$ cat src/rtl/ball_motion_ctrl.sv
// ball_motion_ctrl: once per frame, move the bouncing ball one step on X and then on Y.
// The four direction buttons are synchronised, debounced and arbitrated to steer the ball.
// Build option BALL_AUTO_BOUNCE_EN:
//   defined   - the ball bounces on its own and reflects at the edges; buttons only steer.
//   undefined - manual mode: an axis moves only while one of its buttons is held, and
//               the ball clamps at the edges.
//
// state   | meaning
// IDLE    | wait for frame_tick
// MOVE_X  | compute next X, apply any X reflection
// MOVE_Y  | compute next Y, apply any Y reflection, load both positions
// COMMIT  | new position visible, pos_update high
module ball_motion_ctrl #(
    parameter int H_ACTIVE  = 640,
    parameter int V_ACTIVE  = 480,
    parameter int BALL_SIZE = 16,
    parameter int STEP      = 2,
    parameter int DB_CYCLES = 500000
) (
    input  logic       clk,
    input  logic       reset,
    input  logic       frame_tick,
    input  logic       up,
    input  logic       down,
    input  logic       left,
    input  logic       right,
    output logic [9:0] ball_x,
    output logic [9:0] ball_y,
    output logic       dir_x,
    output logic       dir_y,
    output logic       pos_update
);

    typedef enum logic [1:0] {IDLE, MOVE_X, MOVE_Y, COMMIT} state_t;

`ifdef BALL_AUTO_BOUNCE_EN
    localparam bit AUTO_EN = 1'b1;
`else
    localparam bit AUTO_EN = 1'b0;
`endif

    localparam int               CW     = $clog2(DB_CYCLES + 1);
    localparam logic signed [10:0] STEP_S = 11'(STEP);
    localparam logic signed [10:0] X_MAX  = 11'(H_ACTIVE - BALL_SIZE);
    localparam logic signed [10:0] Y_MAX  = 11'(V_ACTIVE - BALL_SIZE);
    localparam logic [9:0]       X_RST  = 10'((H_ACTIVE - BALL_SIZE) / 2);
    localparam logic [9:0]       Y_RST  = 10'((V_ACTIVE - BALL_SIZE) / 2);

    // Button bit order: 3 = up, 2 = down, 1 = left, 0 = right.
    logic [3:0]    btn_raw, sync_a, sync_b, btn_db;
    logic [CW-1:0] db_cnt [4];

    state_t      state, state_nxt;
    logic        dir_x_nxt, dir_y_nxt;
    logic        x_pos, x_neg, y_pos, y_neg;
    logic [10:0] x_step, y_step;
    logic [9:0]  nx_r;

    assign btn_raw = {up, down, left, right};

    // Returns {edge_hit, new_position}; saturates at 0 and lim, never leaves the legal range.
    function automatic logic [10:0] axis_step(input logic [9:0] pos, input logic go_pos,
                                              input logic go_neg, input logic signed [10:0] lim);
        logic signed [10:0] p;
        logic [10:0]        r;
        p = signed'({1'b0, pos});
        r = {1'b0, pos};
        if (go_pos) begin
            if (p + STEP_S >= lim) r = {1'b1, lim[9:0]};
            else                   r = {1'b0, 10'(p + STEP_S)};
        end else if (go_neg) begin
            if (p <= STEP_S) r = {1'b1, 10'd0};
            else             r = {1'b0, 10'(p - STEP_S)};
        end
        return r;
    endfunction

    // Two-flop synchroniser for the asynchronous buttons.
    always_ff @(posedge clk or negedge reset) begin
        if (!reset) begin
            sync_a <= '0;
            sync_b <= '0;
        end else begin
            sync_a <= btn_raw;
            sync_b <= sync_a;
        end
    end

    // Debounce: a new level is accepted after it has differed from the current one for DB_CYCLES cycles.
    always_ff @(posedge clk or negedge reset) begin
        if (!reset) begin
            btn_db <= '0;
            for (int i = 0; i < 4; i++) db_cnt[i] <= '0;
        end else begin
            for (int i = 0; i < 4; i++) begin
                if (sync_b[i] == btn_db[i]) begin
                    db_cnt[i] <= '0;
                end else if (db_cnt[i] == CW'(DB_CYCLES - 1)) begin
                    btn_db[i] <= sync_b[i];
                    db_cnt[i] <= '0;
                end else begin
                    db_cnt[i] <= db_cnt[i] + CW'(1);
                end
            end
        end
    end

    // Per-axis motion request and the candidate next positions.
    always_comb begin
        if (AUTO_EN) begin
            x_pos = dir_x;
            x_neg = ~dir_x;
            y_pos = dir_y;
            y_neg = ~dir_y;
        end else begin
            x_pos = btn_db[0] & ~btn_db[1];
            x_neg = btn_db[1] & ~btn_db[0];
            y_pos = btn_db[2] & ~btn_db[3];
            y_neg = btn_db[3] & ~btn_db[2];
        end
        x_step = axis_step(ball_x, x_pos, x_neg, X_MAX);
        y_step = axis_step(ball_y, y_pos, y_neg, Y_MAX);
    end

    // Next state, button arbitration of direction, and edge reflection (reflection wins).
    always_comb begin
        state_nxt = state;
        dir_x_nxt = dir_x;
        dir_y_nxt = dir_y;
        case (state)
            IDLE:    if (frame_tick) state_nxt = MOVE_X;
            MOVE_X:  state_nxt = MOVE_Y;
            MOVE_Y:  state_nxt = COMMIT;
            COMMIT:  state_nxt = IDLE;
            default: state_nxt = IDLE;
        endcase
        if (btn_db[1] & ~btn_db[0])      dir_x_nxt = 1'b0;
        else if (btn_db[0] & ~btn_db[1]) dir_x_nxt = 1'b1;
        if (btn_db[3] & ~btn_db[2])      dir_y_nxt = 1'b0;
        else if (btn_db[2] & ~btn_db[3]) dir_y_nxt = 1'b1;
        if (AUTO_EN && state == MOVE_X && x_step[10]) dir_x_nxt = ~dir_x;
        if (AUTO_EN && state == MOVE_Y && y_step[10]) dir_y_nxt = ~dir_y;
    end

    // State and direction registers.
    always_ff @(posedge clk or negedge reset) begin
        if (!reset) begin
            state <= IDLE;
            dir_x <= 1'b1;
            dir_y <= 1'b1;
        end else begin
            state <= state_nxt;
            dir_x <= dir_x_nxt;
            dir_y <= dir_y_nxt;
        end
    end

    // Position registers: both axes load together so they become visible in COMMIT with the pulse.
    always_ff @(posedge clk or negedge reset) begin
        if (!reset) begin
            nx_r       <= X_RST;
            ball_x     <= X_RST;
            ball_y     <= Y_RST;
            pos_update <= 1'b0;
        end else begin
            pos_update <= (state == MOVE_Y);
            if (state == MOVE_X) nx_r <= x_step[9:0];
            if (state == MOVE_Y) begin
                ball_x <= nx_r;
                ball_y <= y_step[9:0];
            end
        end
    end

endmodule

$ cat config.mk
export PLATFORM = sky130hd
export DESIGN_NAME = ball_motion_ctrl
export DESIGN_NICKNAME = d
export VERILOG_FILES = /design/src/rtl/ball_motion_ctrl.sv
export SDC_FILE = /design/constraint.sdc
export NUM_CORES = 1
export LEC_CHECK = 0
export CORE_ASPECT_RATIO = 2
export CORE_MARGIN = 3
export CORE_UTILIZATION = 35
export CTS_CLUSTER_SIZE = 25
export DETAILED_ROUTE_END_ITERATION = 7
export HOLD_SLACK_MARGIN = 0.05
export PLACE_DENSITY = 0.63
export SYNTH_ARGS = -nofsm -noshare
export SYNTH_HDL_FRONTEND = slang
export SYNTH_SLANG_ARGS = --single-unit
$ cat constraint.sdc
create_clock -name clk -period 2.2 [get_ports clk]
set_clock_uncertainty 0.1 [all_clocks]
set_input_delay 0.55 -clock clk [delete_from_list [all_inputs] [get_ports clk]]
set_output_delay 0.55 -clock clk [all_outputs]
set_load 0.005 [all_outputs]
==> impl_metrics.json, run 1 <==
{
  "violations": "negative setup slack",
  "worstPathMaxFanout": 5,
  "hold_path.class": "flip-flop to flip-flop",
  "min_period_over_period_pct": 105,
  "synth_top_family_by_area": "simple AND/OR/NAND/NOR gates",
  "worstSetupPathType": "flip-flop to flip-flop",
  "numCtsBuffers": 17,
  "arrival_ps": 2550,
  "setup_tns_ps": -485,
  "grt_pass1_wl_um": 25200,
  "drtAntennaViolNets": 0,
  "outcome": "complete, but fails checks",
  "nFillCells": 1718,
  "maxSlewHeadroom_pct": 64.5,
  "grt_max_degree": 54,
  "areaGrowthSynthToFinish_pct": 27.9,
  "ff2ff_path_depth": 9,
  "hpwl_um": 10700,
  "maxSlewViolCount": 0,
  "cellLeakagePower_nw": 3.43,
  "n_antenna_cell": 0,
  "hold_path_end": "sync_b[1]$_DFF_PN0_",
  "clkSinkCount": 122,
  "synthAdderAreaFrac_pct": 3.48,
  "antenna_found_initial": 0,
  "routedWlPerCell_um": 14.9,
  "r2r-start": "btn_db[0]$_DFFE_PN0P_",
  "setup_slack_ps": -110,
  "ios": 30,
  "nNetsFinal": 821,
  "synth_edf_count": 0,
  "cts_tree": "built",
  "ys.warnings.count": 0,
  "endpoint_kind": "flip-flop",
  "clk_latency_ps": 410,
  "fmax_mhz": 433,
  "routabilityCongestion": 0.859,
  "synth.distinct_cells": 64,
  "vias": 5405,
  "fp-row-count": 69,
  "drc": 0,
  "rrSetupSlack_ps": -110,
  "pwr_density_cell_nw_per_um2": 824,
  "via_per_inst": 5.29,
  "maxCapViolations": 0,
  "fp.dieW_um": 102,
  "min_delay_path_depth": 0,
  "initial_core_util_pct": 36.1,
  "syn_area_per_cell_um2": 9.29,
  "wl_um": 15300,
  "htreeDepth": 4,
  "synth_cells": 697,
  "finalHoldViolCount": 0,
  "ir_worst_vdd_uv": 576,
  "ys.flop_type": "dfrtp_1",
  "async_reset_ff_share_pct": 100,
  "ys_seq_area_share_pct": 47.4,
  "required_ps": 2440,
  "clk_pin_slew_ps": 60,
  "syn_area_um2": 6470,
  "dieArea_um2": 20300,
  "synthSimpleGateAreaFrac_pct": 23.6,
  "coreArea_um2": 18000,
  "clockBufferDepth": 2,
  "syn-num-nets": 722,
  "final_cell_mix": "nor2_1, dfrtp_1, buf_4",
  "first_iter_violations": 185,
  "setup_violations": 10,
  "layout_commonest_cell": "nor2_1",
  "dr.pass1.iters": 4,
  "startpoint_type": "flip-flop",
  "die_h_um": 198,
  "synth-compound-area-share_pct": 10.4,
  "cts_root_buf": "clkbuf_16",
  "gr-usage-all-layers_pct": 15.8,
  "overflow": 0,
  "rsz0062_at_grt": "true",
  "synthMuxAreaShare_pct": 1.39,
  "synth-xor-area-share_pct": 10.1,
  "total_power_mw": 6.83,
  "drive_gt1_share_pct": 19.5,
  "grt_pass1_vias": 5517,
  "period_minus_slack_ps": 2310,
  "min_from": "sync_a[1]$_DFF_PN0_",
  "portBuffers": 28,
  "tightest_slew_ps": 528,
  "ys_ff_latch": 122,
  "reg2reg_to": "nx_r[8]$_DFFE_PN1N_"
}
cells in the mapped netlist, types with 5 or more instances:
cell / number / area [um^2]
and3_1: 6 / 37.5
o21ai_0: 24 / 120
nor3_1: 17 / 85.1
mux2_2: 8 / 90.1
nand3_1: 43 / 215
dfstp_2: 14 / 368
xnor2_1: 38 / 333
o22ai_1: 5 / 31.3
or3_1: 10 / 62.6
inv_1: 25 / 93.8
nand2_1: 65 / 244
nor2_1: 111 / 417
nand4_1: 18 / 113
a21oi_1: 18 / 90.1
xor2_1: 37 / 324
nor2b_1: 7 / 43.8
dfrtp_1: 108 / 2700
nor4_1: 9 / 56.3
buf_2: 9 / 45.0
a31oi_1: 8 / 50.1
o211ai_1: 6 / 45.0
clkbuf_1: 14 / 52.6
ha_1: 18 / 225
or2_2: 7 / 43.8
critical path: stages, from the launching register on:
cell       delay, ps
dfrtp_1          380
inv_2             80
ha_4             140
or4b_4           440
a2111o_1         520
nand2_4          150
buf_4            120
buf_6             80
a2bb2oi_2        130
a21oi_1           80
what timing repair did:
action                                  in CTS  in global routing
hold buffers                                 1                  0
pin swaps                                    0                  3
endpoints found under the setup margin      16                 34
hold endpoints to repair                    21                  0
resized for setup                            9                 15
buffers inserted                            10                  5
cloned                                       1                  0
registers in the layout (all words and copies together) (netlist names):
register    flops
dir_x           1
ball_y          9
pos_update      1
db_cnt         76
state           2
nx_r           10
dir_y           1
ball_x         10
sync_b          4
sync_a          4
btn_db          4
how the worst max path moves through the flow:
stage	cells after the start	start	end
floorplan	9	btn_db[0]$_DFFE_PN0P_	nx_r[9]$_DFFE_PN0N_
global placement	6	ball_x[3]$_DFFE_PN1P_	nx_r[2]$_DFFE_PN0N_
detailed placement	6	ball_x[3]$_DFFE_PN1P_	nx_r[7]$_DFFE_PN0N_
CTS	8	btn_db[0]$_DFFE_PN0P_	nx_r[9]$_DFFE_PN0N_
global route	8	btn_db[0]$_DFFE_PN0P_	nx_r[9]$_DFFE_PN0N_
finish	9	btn_db[0]$_DFFE_PN0P_	nx_r[8]$_DFFE_PN1N_
final cells by class:
class | count | area (um^2) | share of cell area [%]
clock buffer | 23 | 508 | 6.13
sequential | 122 | 3070 | 37.1
tap | 213 | 267 | 3.22
inverter | 26 | 97.6 | 1.18
multi-input combinational | 522 | 3250 | 39.3
timing repair buffer | 107 | 926 | 11.2
clock inverter | 9 | 159 | 1.92
metal layers:
metal	up-vias	share of wire (%)	GRT usage (%)
met3	61	2.3	2.54
met2	110	55	29.3
met5	-	0	0
li1	2622	-	-
met4	0	5.4	10.0
met1	2612	37	15.6
cell families after synthesis:
group           after synthesis
simple gates                319
flops                       122
compound gates              100
xor+xnor                     75
buf+inv                      54
fa+ha+maj                    18
mux                           8
other cells                   1
through the flow:
stage          instance area [um^2]  hold WS, ps  utilization (%)  instances  setup slack, ps
6_report                       8280          246             46.1       1022             -110
5_1_grt                        8280          272             46.1       1022             -173
3_5_place_dp                   7420          235             41.3        973            -86.3
2_1_floorplan                  6480          154                -        697            -77.0
4_1_cts                        8190          247             45.6       1017            -17.6
3_3_place_gp                   7420          232             41.3        973            -57.0
where the power goes:
group	internal [mW]	leakage (nW)	switching, mW
Combinational	0.534	1.52	0.628
Sequential	2.45	1.60	0.119
Clock	2.08	0.314	1.02
Power figures use the tool's default switching activity.
==> run 2: changes to the inputs <==
--- a/config.mk
+++ b/config.mk
@@ -12,6 +12,7 @@
 export DETAILED_ROUTE_END_ITERATION = 7
 export HOLD_SLACK_MARGIN = 0.05
 export PLACE_DENSITY = 0.63
+export REMOVE_ABC_BUFFERS = 1
 export SYNTH_ARGS = -nofsm -noshare
 export SYNTH_HDL_FRONTEND = slang
 export SYNTH_SLANG_ARGS = --single-unit
==> constraint.sdc (replaced) <==
create_clock -name clk -period 2.2 [get_ports clk]
set_clock_uncertainty 0.1 [all_clocks]
set_input_delay 0.44 -clock clk [delete_from_list [all_inputs] [get_ports clk]]
set_output_delay 0.44 -clock clk [all_outputs]
set_load 0.005 [all_outputs]
==> impl_metrics.json, run 2 (synthesized netlist as in run 1, its figures left out) <==
{
  "outcome": "complete, but fails checks",
  "violations": "negative setup slack",
  "nFillCells": 1759,
  "setup_tns_ps": -95.2,
  "portBuffers": 28,
  "setup_slack_ps": -29.7,
  "worstPathMaxFanout": 5,
  "via_per_inst": 5.27,
  "nNetsFinal": 814,
  "dr.pass1.iters": 4,
  "worstSetupPathType": "flip-flop to flip-flop",
  "antenna_found_initial": 0,
  "drtAntennaViolNets": 0,
  "largest_reg_flops": 76,
  "ir_worst_vdd_uv": 466,
  "coreArea_um2": 18000,
  "fmax_mhz": 448,
  "rsz0062_at_grt": "true",
  "pwr_density_cell_nw_per_um2": 814,
  "fp-row-count": 69,
  "arrival_ps": 2400,
  "regArea_um2": 3070,
  "min_period_over_period_pct": 101,
  "setup_violations": 4,
  "clockBufferDepth": 2,
  "drive_gt1_share_pct": 19.1,
  "clkSinkCount": 122,
  "initial_core_util_pct": 36.1,
  "dieArea_um2": 20300,
  "grt_pass1_wl_um": 26000,
  "whs_ps": 248,
  "die_h_um": 198,
  "grt_max_degree": 59,
  "wl_um": 15200,
  "reg_top3": "db_cnt: 76 flops, ball_x: 10 flops, nx_r: 10 flops",
  "routedWlPerCell_um": 15.0,
  "routabilityCongestion": 0.930,
  "cts_root_buf": "clkbuf_16",
  "maxCapViolations": 0,
  "clk_latency_ps": 410,
  "top_register": "db_cnt",
  "grt_pass1_vias": 5630,
  "gr-usage-all-layers_pct": 16.1,
  "numCtsBuffers": 17,
  "hpwl_um": 10800,
  "overflow": 0,
  "n_antenna_cell": 0,
  "fp.dieW_um": 102,
  "min_from": "sync_a[1]$_DFF_PN0_",
  "period_minus_slack_ps": 2230,
  "multi_input_area_um2": 3280,
  "maxSlewViolCount": 0,
  "htreeDepth": 4,
  "hold_path.class": "flip-flop to flip-flop",
  "ios": 30,
  "required_ps": 2370,
  "r2r-start": "btn_db[0]$_DFFE_PN0P_",
  "vias": 5350,
  "startpoint_type": "flip-flop",
  "cellLeakagePower_nw": 3.37,
  "drc": 0,
  "min_delay_path_depth": 0,
  "first_iter_violations": 199,
  "crit_path_start": "btn_db[0]$_DFFE_PN0P_",
  "areaGrowthSynthToFinish_pct": 26.9,
  "clk_pin_slew_ps": 60,
  "layout_commonest_cell": "nor2_1",
  "ff2ff_path_depth": 8,
  "finalHoldViolCount": 0,
  "endpoint_kind": "flip-flop",
  "cts_tree": "built",
  "final_cell_mix": "nor2_1, dfrtp_1, buf_4"
}
-- run 2: metrics by stage --
step | total power [mW] | setup WS (ps) | utilization [%] | std cells | cell area, um^2
5_1_grt | 7.02 | -146 | 45.7 | 1015 | 8220
3_3_place_gp | 3.73 | -69.4 | 41.1 | 971 | 7390
6_report | 6.69 | -29.7 | 45.7 | 1015 | 8220
4_1_cts | 6.77 | -19.8 | 45.3 | 1012 | 8130
2_1_floorplan | 3.16 | -158 | - | 669 | 6350
3_5_place_dp | 3.75 | -107 | 41.1 | 971 | 7390
-- run 2: timing repair --
action,CTS,global route
buffers inserted,7,3
gates resized for setup,12,21
setup endpoints to repair,13,44
hold buffers,1,0
hold endpoints to repair,18,0
pin swaps,4,8
cloned,1,0
-- run 2: power by group --
| group | internal (mW) | switching (mW) | leakage (nW) |
|---|---|---|---|
| logic | 0.541 | 0.611 | 1.47 |
| clock network | 1.96 | 0.998 | 0.302 |
| registers | 2.45 | 0.129 | 1.60 |
| total | 4.95 | 1.74 | 3.37 |
-- run 2: path summary, 6_finish.rpt --
kind                       slack [ps]                     to
min in group asynchronous         360  ball_y[8]$_DFFE_PN0P_
min reg2reg                       250    sync_b[1]$_DFF_PN0_
min                               250    sync_b[1]$_DFF_PN0_
max reg2reg                       -30    nx_r[1]$_DFFE_PN0N_
max in group asynchronous         970  ball_x[8]$_DFFE_PN1P_
max                               -30    nx_r[1]$_DFFE_PN0N_
-- run 2: metal layers --
| layer | share of wire (%) | up-vias | wire length [um] | track usage, % |
|---|---|---|---|---|
| met3 | 2.8 | 46 | 426 | 2.96 |
| met4 | 4.1 | 0 | 620 | 9.10 |
| met2 | 56 | 85 | 8570 | 30.0 |
| li1 | - | 2616 | - | - |
| met1 | 37 | 2603 | 5590 | 16.2 |
| met5 | 0 | - | 0 | 0 |
-- run 2: area by class of cell --
type | count | share of cell area [%]
Timing Repair Buffer | 100 | 10.6
Tap cell | 213 | 3.24
Inverter | 26 | 1.19
Clock buffer | 23 | 5.70
Clock inverter | 9 | 1.98
Multi-Input combinational cell | 522 | 39.9
Sequential cell | 122 | 37.4
-- run 2: worst max-delay path, cell delays in order (launching register included) --
cell and delay (ps):
dfrtp_1 380, inv_2 80, ha_4 120, or4b_1 420, a2111o_1 490, a21oi_2 220, o211ai_1 120, o21ai_1 110
a41oi_1 60
